[src/rtl/pipe_seg_skid.sv]
// pipe_seg_skid: valid/ready pipeline segment register with an optional
// two-entry skid buffer, synchronous flush and a saturating stall counter.
// The payload is opaque. Callers pack their stage fields into in_data.
// out_data always comes from a flop, so there is no combinational in->out path.
module pipe_seg_skid #(
  parameter int DATA_W         = 32,
  parameter int SKID           = 1,
  parameter int CLEAR_ON_FLUSH = 1,
  parameter int CNT_W          = 16
) (
  input  logic              clk,
  input  logic              reset,
  input  logic              flush,
  input  logic              in_valid,
  output logic              in_ready,
  input  logic [DATA_W-1:0] in_data,
  output logic              out_valid,
  input  logic              out_ready,
  output logic [DATA_W-1:0] out_data,
  output logic [1:0]        occupancy,
  output logic [CNT_W-1:0]  stall_cnt
);

  typedef enum logic [1:0] {
    ST_EMPTY = 2'd0,
    ST_ONE   = 2'd1,
    ST_TWO   = 2'd2
  } state_t;

  localparam logic [CNT_W-1:0]  CNT_MAX   = {CNT_W{1'b1}};
  localparam logic [CNT_W-1:0]  CNT_ONE   = CNT_W'(1);
  localparam logic [DATA_W-1:0] ZERO_DATA = {DATA_W{1'b0}};

  state_t              state_r;
  state_t              state_nxt_s;
  logic [DATA_W-1:0]   main_r;
  logic [DATA_W-1:0]   main_nxt_s;
  logic [DATA_W-1:0]   skid_r;
  logic [DATA_W-1:0]   skid_nxt_s;
  logic                out_valid_r;
  logic [1:0]          occ_r;
  logic                in_ready_r;   // skid mode: registered "not full"
  logic                rdy_en_r;     // low only until the first edge after reset
  logic [CNT_W-1:0]    stall_cnt_r;
  logic                in_ready_s;
  logic                accept_s;
  logic                emit_s;
  logic                stall_s;

  // In skid mode in_ready comes straight from a flop. Without the skid buffer
  // it is the classic combinational "free or draining" term, gated off until
  // reset has been released for one edge.
  assign in_ready_s = (SKID != 0) ? in_ready_r
                                  : (rdy_en_r && (!out_valid_r || out_ready));
  assign accept_s   = in_valid && in_ready_s;
  assign emit_s     = out_valid_r && out_ready;
  assign stall_s    = in_valid && !in_ready_s;

  assign in_ready  = in_ready_s;
  assign out_valid = out_valid_r;
  assign out_data  = main_r;
  assign occupancy = occ_r;
  assign stall_cnt = stall_cnt_r;

  // Next-state and payload steering. The main register always holds the
  // oldest entry. The skid register is filled only while main is stalled.
  // Without the skid buffer, in_ready already forbids accept-without-emit
  // when full, so ST_TWO is never reached.
  always_comb begin
    state_nxt_s = state_r;
    main_nxt_s  = main_r;
    skid_nxt_s  = skid_r;
    if (flush) begin
      state_nxt_s = ST_EMPTY;
      if (CLEAR_ON_FLUSH != 0) begin
        main_nxt_s = ZERO_DATA;
        skid_nxt_s = ZERO_DATA;
      end else begin
        main_nxt_s = main_r;
        skid_nxt_s = skid_r;
      end
    end else begin
      case (state_r)
        ST_EMPTY: begin
          if (accept_s) begin
            state_nxt_s = ST_ONE;
            main_nxt_s  = in_data;
          end else begin
            state_nxt_s = ST_EMPTY;
          end
        end
        ST_ONE: begin
          if (accept_s && emit_s) begin
            state_nxt_s = ST_ONE;
            main_nxt_s  = in_data;
          end else if (accept_s) begin
            state_nxt_s = ST_TWO;
            skid_nxt_s  = in_data;
          end else if (emit_s) begin
            state_nxt_s = ST_EMPTY;
          end else begin
            state_nxt_s = ST_ONE;
          end
        end
        ST_TWO: begin
          if (emit_s) begin
            state_nxt_s = ST_ONE;
            main_nxt_s  = skid_r;
          end else begin
            state_nxt_s = ST_TWO;
          end
        end
        default: begin
          state_nxt_s = ST_EMPTY;
        end
      endcase
    end
  end

  // State, payload and registered status outputs.
  always_ff @(posedge clk or posedge reset) begin
    if (reset) begin
      state_r     <= ST_EMPTY;
      main_r      <= ZERO_DATA;
      skid_r      <= ZERO_DATA;
      out_valid_r <= 1'b0;
      occ_r       <= 2'd0;
      in_ready_r  <= 1'b0;
      rdy_en_r    <= 1'b0;
    end else begin
      state_r     <= state_nxt_s;
      main_r      <= main_nxt_s;
      skid_r      <= skid_nxt_s;
      out_valid_r <= (state_nxt_s != ST_EMPTY);
      occ_r       <= 2'(state_nxt_s);
      in_ready_r  <= (state_nxt_s != ST_TWO);
      rdy_en_r    <= 1'b1;
    end
  end

  // Saturating count of cycles where upstream offered data but was refused.
  // Flush leaves this counter alone.
  always_ff @(posedge clk or posedge reset) begin
    if (reset) begin
      stall_cnt_r <= {CNT_W{1'b0}};
    end else if (stall_s && (stall_cnt_r != CNT_MAX)) begin
      stall_cnt_r <= stall_cnt_r + CNT_ONE;
    end else begin
      stall_cnt_r <= stall_cnt_r;
    end
  end

endmodule
[config.mk]
export PLATFORM = sky130hd
export DESIGN_NAME = pipe_seg_skid
export DESIGN_NICKNAME = d
export VERILOG_FILES = /design/src/rtl/pipe_seg_skid.sv
export SDC_FILE = /design/constraint.sdc
export NUM_CORES = 1
export LEC_CHECK = 0
export CAP_MARGIN = 5
export CELL_PAD_IN_SITES_DETAIL_PLACEMENT = 0
export CELL_PAD_IN_SITES_GLOBAL_PLACEMENT = 2
export CORE_MARGIN = 2
export CORE_UTILIZATION = 33
export DETAILED_ROUTE_END_ITERATION = 10
export GPL_ROUTABILITY_DRIVEN = 0
export PLACE_DENSITY_LB_ADDON = 0.1
export REMOVE_ABC_BUFFERS = 1
export SYNTH_ARGS = -nofsm -noshare
export SYNTH_HDL_FRONTEND = slang
export SYNTH_SLANG_ARGS = --single-unit
[constraint.sdc]
create_clock -name clk -period 4.89 [get_ports clk]
set_input_delay 1.467 -clock clk [delete_from_list [all_inputs] [get_ports clk]]
set_output_delay 1.467 -clock clk [all_outputs]
set_load 0.02 [all_outputs]
==> results of run 1 <==
-- registers in the layout (all words and copies together) (netlist names) --
signal and count:
in_ready 1, occupancy 2, out_data 32, out_valid 1, skid_r 32, stall_cnt 16
-- area by class of cell --
class	instances	area [um2]
multi-input combinational	270	1667
inverter	4	16.27
fill	1092	6292
clock inverter	3	20.02
clock buffer	13	270.3
timing repair buffer	94	920.9
tap	143	178.9
sequential	84	2102
-- Yosys cell counts, drive strengths merged, types with 4 or more instances --
cell     n
mux2     7
clkbuf  13
inv      4
nor2    37
buf     12
a211oi  33
a21oi   39
nand2   74
dfrtp   84
o21ai    6
nand3    6
mux2i   34
xnor2    4
nand4    6
-- power by group through the flow --
stage          combinational (uW)  clock (uW)  sequential (uW)
5_1_grt                       480         711              829
2_1_floorplan                 170           0              889
3_5_place_dp                  449           0              831
3_3_place_gp                  442           0              832
6_report                      438         654              819
4_1_cts                       449         679              820
-- worst paths after layout --
path                                                 from                   endpoint  slack, ns  depth (start not counted)
worst max-delay path                             in_valid    out_data[1]$_DFFE_PP0P_       1.86                          6
worst min-delay path            stall_cnt[15]$_DFFE_PP0P_  stall_cnt[15]$_DFFE_PP0P_       0.51                          1
worst max register to register   stall_cnt[0]$_DFFE_PP0P_   stall_cnt[1]$_DFFE_PP0P_       3.01                          5
worst min register to register  stall_cnt[15]$_DFFE_PP0P_  stall_cnt[15]$_DFFE_PP0P_       0.51                          1
max in group asynchronous                           reset   out_data[18]$_DFFE_PP0P_       2.43                          3
min in group asynchronous                           reset   stall_cnt[1]$_DFFE_PP0P_       1.65                          2
-- kinds of logic (layout without fill, tap and decap cells) --
| logic type | count (synthesis) | count (layout) |
|---|---|---|
| AOI/OAI and AO/OA | 83 | 83 |
| xor gates and xnor gates | 6 | 6 |
| adders and majority gates | 1 | 1 |
| buffers and inverters | 29 | 114 |
| DFF | 84 | 84 |
| muxes | 41 | 41 |
| and+or+nand+nor | 139 | 139 |
-- per-layer routing --
metal  wire length (um)  vias up  track usage
li1                   -     1511            -
met1               4450     1464       0.2167
met2               4659       68       0.2567
met3                505        8      0.05454
met4                 89        0      0.04390
met5                  0        -            0
-- worst register-to-register path, stage by stage, from the launching register on --
cell	delay, ns
dfrtp_1	0.42
ha_1	0.23
nand2_1	0.08
or3_1	0.51
o21ai_4	0.20
mux2_1	0.33
-- metrics by stage --
step	hold slack [ns]	worst slack (ns)	total power [uW]
floorplan	0.4945	1.258	1059
global placement	0.5023	1.546	1275
detailed placement	0.5069	1.468	1280
CTS	0.5147	1.847	1949
global route	0.5411	1.671	2020
finish	0.5122	1.856	1911
==> results.cfg, run 1 <==
[outcome]
status = finished, final reports clean

[final_layout]
synthToLayoutAreaGrowth_pct = 32.78
fin_nets = 501
mostFrequentLayoutCell = clkdlybuf4s50_1
mostFrequentLayoutCells = clkdlybuf4s50_1, dfrtp_1, nand2_1, a21oi_1, nor2_1
antenna_cells = 0
design_area_um2 = 5175
final_cells = 611
fin_util = 0.4513
drive_gt1_frac = 0.08333

[clocking]
clk_latency_ns = 0.34
clockBufferDepth = 2
cts_setup_buffers = 0
hold_buffers = 0
cts_max_level = 3
clk_pin_slew_ns = 0.06
clock_sinks = 84
cts_tree = built
cts_buffers = 9
cts_resized = 0
cts_root_buffer = clkbuf_16

[placement]
place_area_um2 = 4885
hpwlAfterDp_um = 6108
io_buffers = 88
dp_cells = 595

[sta]
hold_viol = 0
setup_violations = 0
relSlewSlack = 0.3334
tightest_slew_ns = 1.000
fin_skew_ns = 0.006576
max_freq_mhz = 329.6
drv_slew = 0
period_minus_slack_ns = 3.034
rsz0062_at_grt = false
min_period_over_period = 0.6205
setup_tns_ns = 0

[die]
coreArea_um2 = 11470
die_area_um2 = 12700
die_h_um = 112.7
row_count = 39
die_w_um = 112.7
io_pins = 89
start_util = 0.3399

[detailed_routing]
drc_errors = 0
wl_per_cell_um = 15.88
initialDrtViolationCount = 160
vias = 3051
via_per_inst = 4.993
wl_um = 9705
ant_nets = 0
first_pass_iters = 4

[logic_synthesis]
syn_inst = 383
synth.area.top_cells = dfrtp_1, mux2i_1, nand2_1
ys_seq_area_frac = 0.5393
yosysTopAreaCell = dfrtp_1
synth_top_family_by_area = simple AND/OR/NAND/NOR gates
ys_ff_latch = 84
synthFlopType = dfrtp_1
synth_enable_flop_cells = 0
async_flop_share = 1.000
postSynthAreaPerCell_um2 = 10.18
synthMuxAreaShare = 0.1075
ys_types = 42
yosys_warnings = 0
synth_fa_ha_area_frac = 0.003210
yosys.area_share.xor_xnor = 0.01348
netlist_area_um2 = 3897
yosys.area_share.simple = 0.1624
synth_compound_area_frac = 0.1384
synth.top_cell.area_share = 0.5393

[setup_path]
worst-setup-path-type = in -> reg
cpPeakStageDelay_ns = 0.58
cp_top_family = buffers and inverters
start_kind = input pin
cp.buffers_inverters = 2
required_ns = 5.13
crit_slowest_cell = clkdlybuf4s50_1
cp.arrival_ns = 3.28
path_max_fanout = 64
cp-end-kind = flop
path_cells = clkdlybuf4s50_1 -> nand3b_4 -> o211ai_4 -> buf_4 -> nor2_1 -> a211oi_1

[power]
p_int_uw = 1348
seqPwrFrac = 0.429
clkPwrFrac = 0.342
switching_share = 0.2944
pwr-share-comb = 0.229
switchingPower_uw = 562.4
power.density_nw_per_um2 = 369.2
irDropWorstVdd_mv = 0.2403
p_leak_uw = 0.002314

[grt]
grt_start_max_net_pins = 65
grt_pass1_wl_um = 16200
grt_pass1_vias = 2994
grt_usage = 0.1631
gr-total-overflow = 0
antenna_found_initial = 0

[flow_run]
max_cap_violations = 0

[hold_path]
hp-class = reg -> reg
No activity file was read; power rests on OpenSTA's default activity.
==> run 2: changes to the inputs <==
CORE_UTILIZATION = 31   (was 33)
clock period = 2.8 ns   (was 4.89 ns; I/O delays follow)
==> results.cfg, run 2 (same netlist as run 1, synthesis figures left out) <==
[clocking]
hold_buffers = 0
clk_latency_ns = 0.34
cts_resized = 0
clk_pin_slew_ns = 0.06
cts_setup_buffers = 0
cts_root_buffer = clkbuf_16
clock_sinks = 84
cts_buffers = 9
clockBufferDepth = 2
cts_max_level = 3
cts_tree = built

[die]
die_h_um = 116.1
coreArea_um2 = 12160
die_area_um2 = 13490
io_pins = 89
die_w_um = 116.1
row_count = 40
start_util = 0.3205

[grt]
grt_pass1_vias = 3046
grt_start_max_net_pins = 65
grt_usage = 0.1569
gr-total-overflow = 0
grt_pass1_wl_um = 16100
antenna_found_initial = 0

[final_layout]
mostFrequentLayoutCell = clkdlybuf4s50_1
mostFrequentLayoutCells = clkdlybuf4s50_1, dfrtp_1, nand2_1, a21oi_1, nor2_1
synthToLayoutAreaGrowth_pct = 35.47
nFillCells = 1163
fin_util = 0.4342
fin_nets = 505
antenna_cells = 0
drive_gt1_frac = 0.08475

[sta]
max_freq_mhz = 425.3
tightest_slew_ns = 0.6534
setup_violations = 0
drv_slew = 0
min_period_over_period = 0.8398
hold_viol = 0
fin_skew_ns = 0.004309
relSlewSlack = 0.5644
fin_hold_ws_ns = 0.5186
rsz0062_at_grt = false
period_minus_slack_ns = 2.351

[power]
p_leak_uw = 0.002354
switchingPower_uw = 986.6
power.density_nw_per_um2 = 627.4
clkPwrFrac = 0.331
irDropWorstVdd_mv = 0.3977
p_int_uw = 2326
seqPwrFrac = 0.431
switching_share = 0.2978
pwr-share-comb = 0.238

[detailed_routing]
wl_um = 9841
wl_per_cell_um = 15.38
initialDrtViolationCount = 244
via_per_inst = 4.820
ant_nets = 0
vias = 3085
drc_errors = 0
first_pass_iters = 4

[flow_run]
max_cap_violations = 0

[setup_path]
reg2regPathDepth = 5
worst-setup-path-type = reg -> out
cpPeakStageDelay_ns = 0.67
crit_slowest_cell = clkdlybuf4s50_1
rr_startpoint = stall_cnt[0]$_DFFE_PP0P_
cp.arrival_ns = 1.51
cp_top_family = buffers and inverters
worst-r2r-setup-slack_ns = 0.94
cp.buffers_inverters = 1
start_kind = flop
reg2reg_to = stall_cnt[1]$_DFFE_PP0P_
path_cells = clkdlybuf4s50_1
cp-end-kind = output port
path_max_fanout = 8
required_ns = 1.96

[placement]
io_buffers = 88
hpwlAfterDp_um = 6198

[hold_path]
hp-class = reg -> reg
hold_depth = 2
min_from = skid_r[15]$_DFFE_PP0P_
whs_endpoint = skid_r[15]$_DFFE_PP0P_

[outcome]
status = finished, final reports clean
## run 2: cell count changes in the layout (fill, tap and decap cells not counted), sizes merged
| cell | change |
|---|---|
| buf | +4 |
| clkbuf | +1 |
| clkinv | +1 |
| clkinvlp | -2 |
## run 2: worst max-delay path by stage
stage | from | end | cells past startpoint
6_report | occupancy[1]$_DFF_PP0_ | occupancy[1] | 1
5_1_grt | occupancy[1]$_DFF_PP0_ | occupancy[1] | 1
4_1_cts | occupancy[1]$_DFF_PP0_ | occupancy[1] | 1
3_5_place_dp | in_valid | stall_cnt[9]$_DFFE_PP0P_ | 5
3_3_place_gp | in_valid | stall_cnt[9]$_DFFE_PP0P_ | 5
2_1_floorplan | reset | in_ready$_DFF_PP0_ | 1
## run 2: cell type report
class | instances | area, um2 | share of cell area
clock buffers | 14 | 254.0 | 0.04810
clock inverters | 2 | 10.01 | 0.001896
inverters | 4 | 16.27 | 0.003081
multi-input cells | 270 | 1662 | 0.3147
flip-flops and latches | 84 | 2102 | 0.3981
well taps | 168 | 210.2 | 0.03981
repair buffers | 98 | 1026 | 0.1943
## run 2: worst register-to-register path: cells and delay by family, from the launching register on
| kind | cells | cell delay, ns |
|---|---|---|
| and+or+nand+nor | 2 | 0.58 |
| DFF | 1 | 0.42 |
| muxes | 1 | 0.34 |
| adders and majority gates | 1 | 0.21 |
| AOI/OAI and AO/OA | 1 | 0.20 |
## run 2: power by group through the flow
stage	clock network, uW	registers [uW]	logic (uW)
CTS	1150	1430	805
detailed placement	0	1450	803
global placement	0	1450	798
global route	1200	1450	865
finish	1100	1430	788
floorplan	0	1550	297
## run 2: per-layer routing
layer  GRT usage  share of wire
met5           0              0
met4     0.04683          0.012
met3     0.05345          0.059
met2      0.2534           0.46
met1      0.2008           0.47
## run 2: stage by stage
step	instances	instance area (um2)	TNS [ns]	setup slack [ns]	total power, uW
final	640	5280	0	0.4486	3313
after floorplan	358	3774	-17.23	-0.2051	1849
after global routing	640	5280	0	0.3790	3508
after CTS	640	5280	0	0.4327	3384
after detailed placement	624	5016	0	0.2623	2253
after global placement	624	5016	0	0.3105	2251
==> run 3: changes to the inputs <==
clock period = 2.2 ns   (was 2.8 ns; I/O delays follow)
==> results.cfg, run 3 (same netlist as run 1, synthesis figures left out) <==
[sta]
setup_tns_ns = 0
min_period_over_period = 0.9625
rsz0062_at_grt = false
fin_skew_ns = 0.004522
drv_slew = 0
period_minus_slack_ns = 2.117
relSlewSlack = 0.6953
setup_violations = 0
hold_viol = 0
fin_hold_ws_ns = 0.5174
max_freq_mhz = 472.3
tightest_slew_ns = 0.4536

[grt]
grt_pass1_wl_um = 16170
grt_usage = 0.1589
grt_pass1_vias = 2966
grt_start_max_net_pins = 68
gr-total-overflow = 0
antenna_found_initial = 0

[clocking]
clockBufferDepth = 2
cts_resized = 0
clock_sinks = 84
cts_max_level = 3
cts_tree = built
clk_pin_slew_ns = 0.06
hold_buffers = 0
clk_latency_ns = 0.34
cts_setup_buffers = 0
cts_buffers = 9
cts_root_buffer = clkbuf_16

[final_layout]
synthToLayoutAreaGrowth_pct = 37.40
nFillCells = 1172
drive_gt1_frac = 0.1027
fin_nets = 510
final_cells = 645
fin_util = 0.4403
mostFrequentLayoutCells = clkdlybuf4s50_1, dfrtp_1, nand2_1, a21oi_1, nor2_1
antenna_cells = 0
mostFrequentLayoutCell = clkdlybuf4s50_1

[detailed_routing]
ant_nets = 0
first_pass_iters = 4
drc_errors = 0
initialDrtViolationCount = 224
wl_per_cell_um = 15.56
wl_um = 10040
via_per_inst = 4.774
vias = 3079

[placement]
hpwlAfterDp_um = 6241
io_buffers = 88
dp_cells = 629

[die]
io_pins = 89
die_h_um = 116.1
start_util = 0.3205
coreArea_um2 = 12160
row_count = 40
die_w_um = 116.1
die_area_um2 = 13490

[setup_path]
cp-end-kind = output port
path_max_fanout = 7
start_kind = flop
cpPeakStageDelay_ns = 0.65
required_ns = 1.54
cp.buffers_inverters = 1
cp.arrival_ns = 1.46
cp_top_family = buffers and inverters
path_cells = clkdlybuf4s50_1
worst-setup-path-type = reg -> out
crit_slowest_cell = clkdlybuf4s50_1

[outcome]
status = finished, final reports clean

[power]
power.total_uw = 4255
power.density_nw_per_um2 = 794.6
irDropWorstVdd_mv = 0.3099
p_leak_uw = 0.002429

[flow_run]
max_cap_violations = 0

[hold_path]
hp-class = reg -> reg
## run 3: power by group
group	switching, uW	internal (uW)	leakage, uW
registers	120	1700	0.00113
clock network	612	788	0.000135
logic	546	492	0.00117
total	1280	2980	0.00243
## run 3: stage by stage
stage / setup slack, ns / instance area, um2
after floorplan: -0.6251 / 3774
after global placement: -0.02512 / 5079
after detailed placement: -0.06518 / 5079
after CTS: 0.02458 / 5349
after global routing: 0.01668 / 5355
final: 0.08252 / 5355
## run 3: layer usage
layer / track usage / part of all wire / up-vias
li1: - / - / 1514
met1: 0.2199 / 0.49 / 1498
met2: 0.2398 / 0.46 / 57
met3: 0.03684 / 0.040 / 10
met4: 0.06905 / 0.016 / 0
met5: 0 / 0 / -
## run 3: layout make-up
type                       instances  area, um2  area share
inverter                           4      16.27    0.003037
tap                              168      210.2     0.03925
multi-input combinational        270       1662      0.3103
clock buffer                      11      242.7     0.04533
sequential                        84       2103      0.3928
clock inverter                     5      27.53    0.005140
timing repair buffer             103       1094      0.2042
## run 3: worst paths after layout
path | cells after the start | slack, ns | startpoint | endpoint
min in group asynchronous | 2 | 0.63 | reset | stall_cnt[0]$_DFFE_PP0P_
max reg2reg | 5 | 0.29 | stall_cnt[0]$_DFFE_PP0P_ | stall_cnt[1]$_DFFE_PP0P_
max in group asynchronous | 3 | 1.05 | reset | skid_r[7]$_DFFE_PP0P_
min reg2reg | 1 | 0.52 | stall_cnt[15]$_DFFE_PP0P_ | stall_cnt[15]$_DFFE_PP0P_
max | 1 | 0.08 | stall_cnt[7]$_DFFE_PP0P_ | stall_cnt[7]
min | 1 | 0.52 | stall_cnt[15]$_DFFE_PP0P_ | stall_cnt[15]$_DFFE_PP0P_
